`config.mk`:
```
export PLATFORM = sky130hd
export DESIGN_NAME = studio_keypad_mux
export DESIGN_NICKNAME = d
export VERILOG_FILES = /design/src/rtl/studio_keypad_pkg.sv /design/src/rtl/studio_keypad_mux_hold_cell.sv /design/src/rtl/studio_keypad_mux.sv
export SDC_FILE = /design/constraint.sdc
export NUM_CORES = 1
export LEC_CHECK = 0
export BUFFER_PORTS_ARGS = -buffer_cell sky130_fd_sc_hd__buf_4
export CORE_MARGIN = 3
export CORE_UTILIZATION = 40
export CTS_CLUSTER_DIAMETER = 60
export CTS_CLUSTER_SIZE = 24
export DETAILED_ROUTE_END_ITERATION = 7
export GPL_ROUTABILITY_DRIVEN = 0
export PLACE_DENSITY = 0.58
export SYNTH_ARGS = -nofsm -noshare
export SYNTH_HDL_FRONTEND = slang
export SYNTH_SLANG_ARGS = --single-unit
```
`constraint.sdc`:
```
create_clock -name clk_sys -period 2 [get_ports clk_sys]
set_input_delay 0.2 -clock clk_sys [delete_from_list [all_inputs] [get_ports clk_sys]]
set_output_delay 0.2 -clock clk_sys [all_outputs]
set_load 0.02 [all_outputs]
```
`src/rtl/studio_keypad_pkg.sv`:
```
// Shared definitions for the keypad front end: size limits, the decoded
// key record and the scancode-to-key map.
package studio_keypad_pkg;

  localparam int MAX_PADS = 4;
  localparam int MAX_KEYS = 16;
  localparam int KEY_W    = 4;

  typedef struct packed {
    logic       hit;
    logic [1:0] pad;
    logic [3:0] idx;
  } keymap_t;

  // Pads 0/1 use plain scancodes; pads 2/3 reuse the same codes with the
  // E0 prefix, but only for the ten base keys.
  function automatic keymap_t keymap(input logic ext, input logic [7:0] code);
    keymap_t    r;
    logic       found;
    logic       pad_hi;
    logic [3:0] idx;
    found  = 1'b1;
    pad_hi = 1'b0;
    idx    = 4'd0;
    case (code)
      8'h45: idx = 4'd0;
      8'h16: idx = 4'd1;
      8'h1E: idx = 4'd2;
      8'h26: idx = 4'd3;
      8'h25: idx = 4'd4;
      8'h2E: idx = 4'd5;
      8'h36: idx = 4'd6;
      8'h3D: idx = 4'd7;
      8'h3E: idx = 4'd8;
      8'h46: idx = 4'd9;
      8'h1C: idx = 4'd10;
      8'h1B: idx = 4'd11;
      8'h23: idx = 4'd12;
      8'h2B: idx = 4'd13;
      8'h34: idx = 4'd14;
      8'h33: idx = 4'd15;
      8'h4D: begin pad_hi = 1'b1; idx = 4'd0;  end
      8'h15: begin pad_hi = 1'b1; idx = 4'd1;  end
      8'h1D: begin pad_hi = 1'b1; idx = 4'd2;  end
      8'h24: begin pad_hi = 1'b1; idx = 4'd3;  end
      8'h2D: begin pad_hi = 1'b1; idx = 4'd4;  end
      8'h2C: begin pad_hi = 1'b1; idx = 4'd5;  end
      8'h35: begin pad_hi = 1'b1; idx = 4'd6;  end
      8'h3C: begin pad_hi = 1'b1; idx = 4'd7;  end
      8'h43: begin pad_hi = 1'b1; idx = 4'd8;  end
      8'h44: begin pad_hi = 1'b1; idx = 4'd9;  end
      8'h1A: begin pad_hi = 1'b1; idx = 4'd10; end
      8'h22: begin pad_hi = 1'b1; idx = 4'd11; end
      8'h21: begin pad_hi = 1'b1; idx = 4'd12; end
      8'h2A: begin pad_hi = 1'b1; idx = 4'd13; end
      8'h32: begin pad_hi = 1'b1; idx = 4'd14; end
      8'h31: begin pad_hi = 1'b1; idx = 4'd15; end
      default: found = 1'b0;
    endcase
    if (ext && idx >= 4'd10) found = 1'b0;
    r.hit = found;
    r.pad = {ext, pad_hi};
    r.idx = idx;
    return r;
  endfunction

endpackage

```
`src/rtl/studio_keypad_mux_hold_cell.sv`:
```
// One key: raw pressed bit plus a release stretcher so short taps stay
// visible for HOLD_TICKS tick periods after the key is let go.
module keypad_hold_cell #(
  parameter int HOLD_TICKS = 4,
  parameter int HOLD_W     = 3
) (
  input  logic clk,
  input  logic srst,
  input  logic set_en,
  input  logic set_val,
  input  logic tick,
  output logic state
);

  localparam logic [HOLD_W-1:0] HOLD_LOAD = HOLD_W'(HOLD_TICKS);

  logic              raw_q, raw_d;
  logic [HOLD_W-1:0] cnt_q, cnt_d;

  // Next state; the counter looks at the old raw bit, so a release that
  // lands on a tick reloads the counter instead of consuming that tick.
  always_comb begin
    raw_d = set_en ? set_val : raw_q;
    cnt_d = cnt_q;
    if (raw_q) begin
      cnt_d = HOLD_LOAD;
    end else if (tick && cnt_q != '0) begin
      cnt_d = cnt_q - HOLD_W'(1);
    end
  end

  // State register.
  always_ff @(posedge clk) begin
    if (srst) begin
      raw_q <= 1'b0;
      cnt_q <= '0;
    end else begin
      raw_q <= raw_d;
      cnt_q <= cnt_d;
    end
  end

  assign state = raw_q | (cnt_q != '0);

endmodule

```
`src/rtl/studio_keypad_mux.sv`:
```
// Keypad front end: decodes ps2_key events into per-key state for up to
// four pads and drives one EF bit per pad from the CPU key-select latch.
module studio_keypad_mux
  import studio_keypad_pkg::*;
#(
  parameter int         NUM_PADS     = 2,
  parameter int         KEYS_PER_PAD = 10,
  parameter logic [2:0] LATCH_PORT   = 3'd1,
  parameter int         HOLD_TICKS   = 4,
  parameter int         HOLD_W       = (HOLD_TICKS > 0) ? $clog2(HOLD_TICKS + 1) : 1
) (
  input  logic                             clk_sys,
  input  logic                             reset,
  input  logic [10:0]                      ps2_key,
  input  logic                             tick,
  input  logic                             io_out,
  input  logic [2:0]                       io_n,
  input  logic [7:0]                       cpu_dout,
  output logic [NUM_PADS-1:0]              ef_key,
  output logic [NUM_PADS*KEYS_PER_PAD-1:0] key_state,
  output logic                             any_key,
  output logic [3:0]                       key_sel
);

  logic                             old_toggle_q;
  logic                             ps2_event;
  keymap_t                          km;
  logic [KEY_W-1:0]                 key_sel_q, key_sel_d;
  logic [NUM_PADS-1:0]              ef_key_q, ef_key_d;
  logic                             any_key_q, any_key_d;
  logic [NUM_PADS*KEYS_PER_PAD-1:0] state_flat;
  logic                             cpu_dout_unused;

  assign cpu_dout_unused = ^cpu_dout[7:4];

  assign ps2_event = ps2_key[10] ^ old_toggle_q;
  assign km        = keymap(ps2_key[8], ps2_key[7:0]);

  // Cells exist only for in-range pads and keys, so events that decode to
  // a missing pad or index simply match no cell and are dropped.
  for (genvar gi = 0; gi < NUM_PADS; gi++) begin : g_pad
    for (genvar gk = 0; gk < KEYS_PER_PAD; gk++) begin : g_key
      localparam logic [1:0] PAD_ID = 2'(gi);
      localparam logic [3:0] KEY_ID = 4'(gk);
      logic set_en;
      assign set_en = ps2_event && km.hit && (km.pad == PAD_ID) && (km.idx == KEY_ID);
      keypad_hold_cell #(
        .HOLD_TICKS(HOLD_TICKS),
        .HOLD_W    (HOLD_W)
      ) u_cell (
        .clk    (clk_sys),
        .srst   (reset),
        .set_en (set_en),
        .set_val(ps2_key[9]),
        .tick   (tick),
        .state  (state_flat[gi*KEYS_PER_PAD + gk])
      );
    end

    // Pad the key row out to 16 entries so selects beyond KEYS_PER_PAD read 0.
    logic [MAX_KEYS-1:0] pad_vec;
    always_comb begin
      pad_vec                     = '0;
      pad_vec[KEYS_PER_PAD-1:0]   = state_flat[gi*KEYS_PER_PAD +: KEYS_PER_PAD];
    end
    assign ef_key_d[gi] = pad_vec[key_sel_q];
  end

  // Latch and summary next-state.
  always_comb begin
    key_sel_d = key_sel_q;
    if (io_out && io_n == LATCH_PORT) begin
      key_sel_d = cpu_dout[3:0];
    end
    any_key_d = |state_flat;
  end

  // Registers; the toggle tracker follows ps2_key even in reset so leaving
  // reset does not look like a new event.
  always_ff @(posedge clk_sys) begin
    if (reset) begin
      old_toggle_q <= ps2_key[10];
      key_sel_q    <= '0;
      ef_key_q     <= '0;
      any_key_q    <= 1'b0;
    end else begin
      old_toggle_q <= ps2_key[10];
      key_sel_q    <= key_sel_d;
      ef_key_q     <= ef_key_d;
      any_key_q    <= any_key_d;
    end
  end

  assign ef_key    = ef_key_q;
  assign key_state = state_flat;
  assign any_key   = any_key_q;
  assign key_sel   = key_sel_q;

endmodule

```
==> results.py <==
metrics = {
    "outcome": {
        "status": "finished, final reports clean",
    },
    "grt": {
        "first_global_vias": 4462,
        "grt-ovfl-total": 0,
        "antenna_found_initial": 0,
        "grt_use_total_pct": 17.3,
        "grt_pass1_wl_mm": 20.9,
        "grt_max_degree": 69,
    },
    "yosys": {
        "yosysSeqAreaShare_pct": 32.7,
        "synth_top_area_share_pct": 32.7,
        "synth_nets": 709,
        "synth-edff-count": 0,
        "synth-seq-cells": 88,
        "synth_common_cells": "nor2_1 (89), dfxtp_1 (88), inv_1 (61), ha_1 (40), nand2b_1 (38)",
        "synth-main-ff-cell": "dfxtp_1",
        "synth_most_common_cell": "nor2_1",
        "ys_warn_count": 0,
        "avgSynthCellArea_um2": 8.39,
        "yosysUniqueCellTypes": 64,
        "async_flop_share_pct": 0,
        "syn_inst": 643,
        "yosysTopAreaCell": "dfxtp_1",
        "syn_area_um2": 5390,
        "synthTopCellsByArea": "dfxtp_1 (33%), ha_1 (9.3%), nor2_1 (6.2%)",
    },
    "die": {
        "dieArea_um2": 14900,
        "row_count": 41,
        "core_um2": 12900,
        "start_util_pct": 41.9,
        "die_x_um": 122,
        "pin_count": 53,
        "dieHeight_um": 122,
    },
    "drt": {
        "viasPerCell": 5.19,
        "drc": 0,
        "firstDrtPassIters": 4,
        "drtAntennaViolNets": 0,
        "num_vias": 4512,
        "wire_per_inst_um": 14.2,
        "first_iter_violations": 184,
        "wirelength_mm": 12.3,
    },
    "pwr": {
        "p_sw_share_pct": 40.6,
        "power_leakage_nw": 2.63,
        "power_frac_comb_pct": 55.9,
        "p_sw_mw": 4.05,
        "p_per_area_nw_per_um2": 1570,
        "irDropWorstVdd_mv": 0.694,
        "clock_power_share_pct": 17.5,
        "total_power_mw": 9.97,
        "intPower_mw": 5.93,
        "pwr-share-seq_pct": 26.6,
    },
    "timing": {
        "finClkSkew_ps": 4.99,
        "hold_viol": 0,
        "fin_crit_sh_pct": 96.0,
        "holdWs_ps": 103,
        "fin_ws_ps": 79.5,
        "finalSetupViolCount": 0,
        "max_freq_ghz": 0.521,
        "relSlewSlack_pct": 60.7,
        "worst_slew_pin_slew_ps": 589,
        "rsz0062_at_grt": "true",
        "min_period_ps": 1920,
        "slew_viol_final": 0,
    },
    "cts": {
        "cts_root_buf": "clkbuf_16",
        "cts_tree": "built",
        "ctsLongestPathBuffers": 2,
        "cts-buffers-inserted": 9,
        "htreeDepth": 3,
        "path_clk_slew_ps": 60,
        "clock-sinks": 88,
        "clk-insertion-delay-late_ps": 340,
    },
    "worst_setup_path": {
        "crit_start": "g_pad[1].g_key[2].u_cell.cnt_q[0]",
        "endpoint_kind": "flop",
        "r2r_cells": 8,
        "crit_path_end": "ef_key[1]",
        "cp-start-kind": "flop",
        "r2r_start": "g_pad[1].g_key[2].u_cell.cnt_q[0]",
        "cp_data_arrival_time_ps": 2140,
        "crit_required_ps": 2220,
        "ff2ff_setup_slack_ps": 80,
        "r2r_end": "ef_key[1]",
        "path_max_fanout": 2,
        "crit_type": "flop to flop",
    },
    "min_path": {
        "hold_path.class": "input pin to flop",
    },
    "place": {
        "dpl.hpwl_mm": 9.47,
        "portBuffers": 48,
        "dp_worst_setup_slack_ps": 2.92,
        "placed_cells": 852,
    },
    "layout": {
        "area_growth_pct": 17.8,
        "drive_above_1_share_pct": 19.1,
        "antenna_cells": 0,
        "stdcell_count": 870,
        "fin_nets": 759,
    },
    "run": {
        "drv_cap": 0,
    },
}
[cells by family after synthesis]
kind of cell / count (synthesis) / share of synthesized area [%]
AOI/OAI and AO/OA: 112 / 14.2
muxes: 30 / 6.57
DFF: 88 / 32.7
and+or+nand+nor: 237 / 23.7
buffers and inverters: 113 / 9.79
adders and majority gates: 40 / 9.28
xor gates and xnor gates: 23 / 3.74
[per-stage QoR]
| stage | instance area [um2] | utilization, % | setup TNS, ps |
|---|---|---|---|
| 2_1_floorplan | 5390 | - | 0 |
| 5_1_grt | 6350 | 49.3 | -6.91 |
| 6_report | 6350 | 49.3 | 0 |
| 4_1_cts | 6330 | 49.2 | 0 |
| 3_5_place_dp | 6000 | 46.6 | 0 |
| 3_3_place_gp | 6000 | 46.6 | -3.80 |
[power by group through the flow]
stage / Clock (mW) / Sequential (mW) / Combinational, mW
CTS: 1.80 / 2.64 / 5.63
detailed placement: 0 / 2.68 / 5.59
global route: 1.88 / 2.73 / 6.27
finish: 1.75 / 2.65 / 5.57
global placement: 0 / 2.64 / 5.38
floorplan: 0 / 2.62 / 4.23
[final cells by class]
class	count	area [um2]
Timing Repair Buffer	91	711
Tap cell	172	215
Sequential cell	88	1760
Inverter	61	229
Fill cell	1242	6530
Multi-Input combinational cell	442	3120
Clock buffer	12	267
Clock inverter	4	51.3
[metal layers]
metal	global-route usage [%]	vias up	wire length, um
met5	0	-	0
met4	5.39	0	205
met3	4.04	17	446
met2	29.5	68	5910
met1	21.8	2122	5780
li1	-	2305	-
[flip-flops by register name, indices dropped and copies added (netlist names)]
name	cells
g_pad.g_key.u_cell.raw_q	20
g_pad.g_key.u_cell.cnt_q	60
ef_key	2
any_key	1
old_toggle_q	1
key_sel	4
[worst max-delay path: stages, from the launching register on]
cell,delay [ps]
dfxtp_1,320
inv_1,80
ha_1,160
or3b_2,460
mux4_2,480
nor2_2,90
a211oi_1,50
a21oi_1,130
nor2_1,50
[repair_timing]
action | CTS | global route
hold buffers | 1 | 0
endpoints found under the setup margin | 0 | 4
resized for setup | 0 | 7
setup buffers | 0 | 1
hold endpoints to repair | 1 | 0
[how the worst min path moves through the flow]
stage,from,endpoint,slack (ps),depth (start not counted)
after floorplan,ps2_key[10],old_toggle_q,230,0
after global placement,ps2_key[10],old_toggle_q,320,1
after detailed placement,ps2_key[10],old_toggle_q,320,1
after CTS,cpu_dout[1],key_sel[1],90,3
after global routing,cpu_dout[0],key_sel[0],110,3
final,cpu_dout[0],key_sel[0],100,3
[placed cells by master, fill, tap and decap left out, drive strengths merged, types with 22 or more instances in the layout]
| cell | instances |
|---|---|
| mux2i | 23 |
| a31oi | 23 |
| a21oi | 30 |
| inv | 61 |
| dfxtp | 88 |
| xnor2 | 22 |
| nor2 | 89 |
| nand2b | 38 |
| buf | 90 |
| nor3 | 24 |
| ha | 40 |
Note: power is estimated with default switching activity, not from simulation.
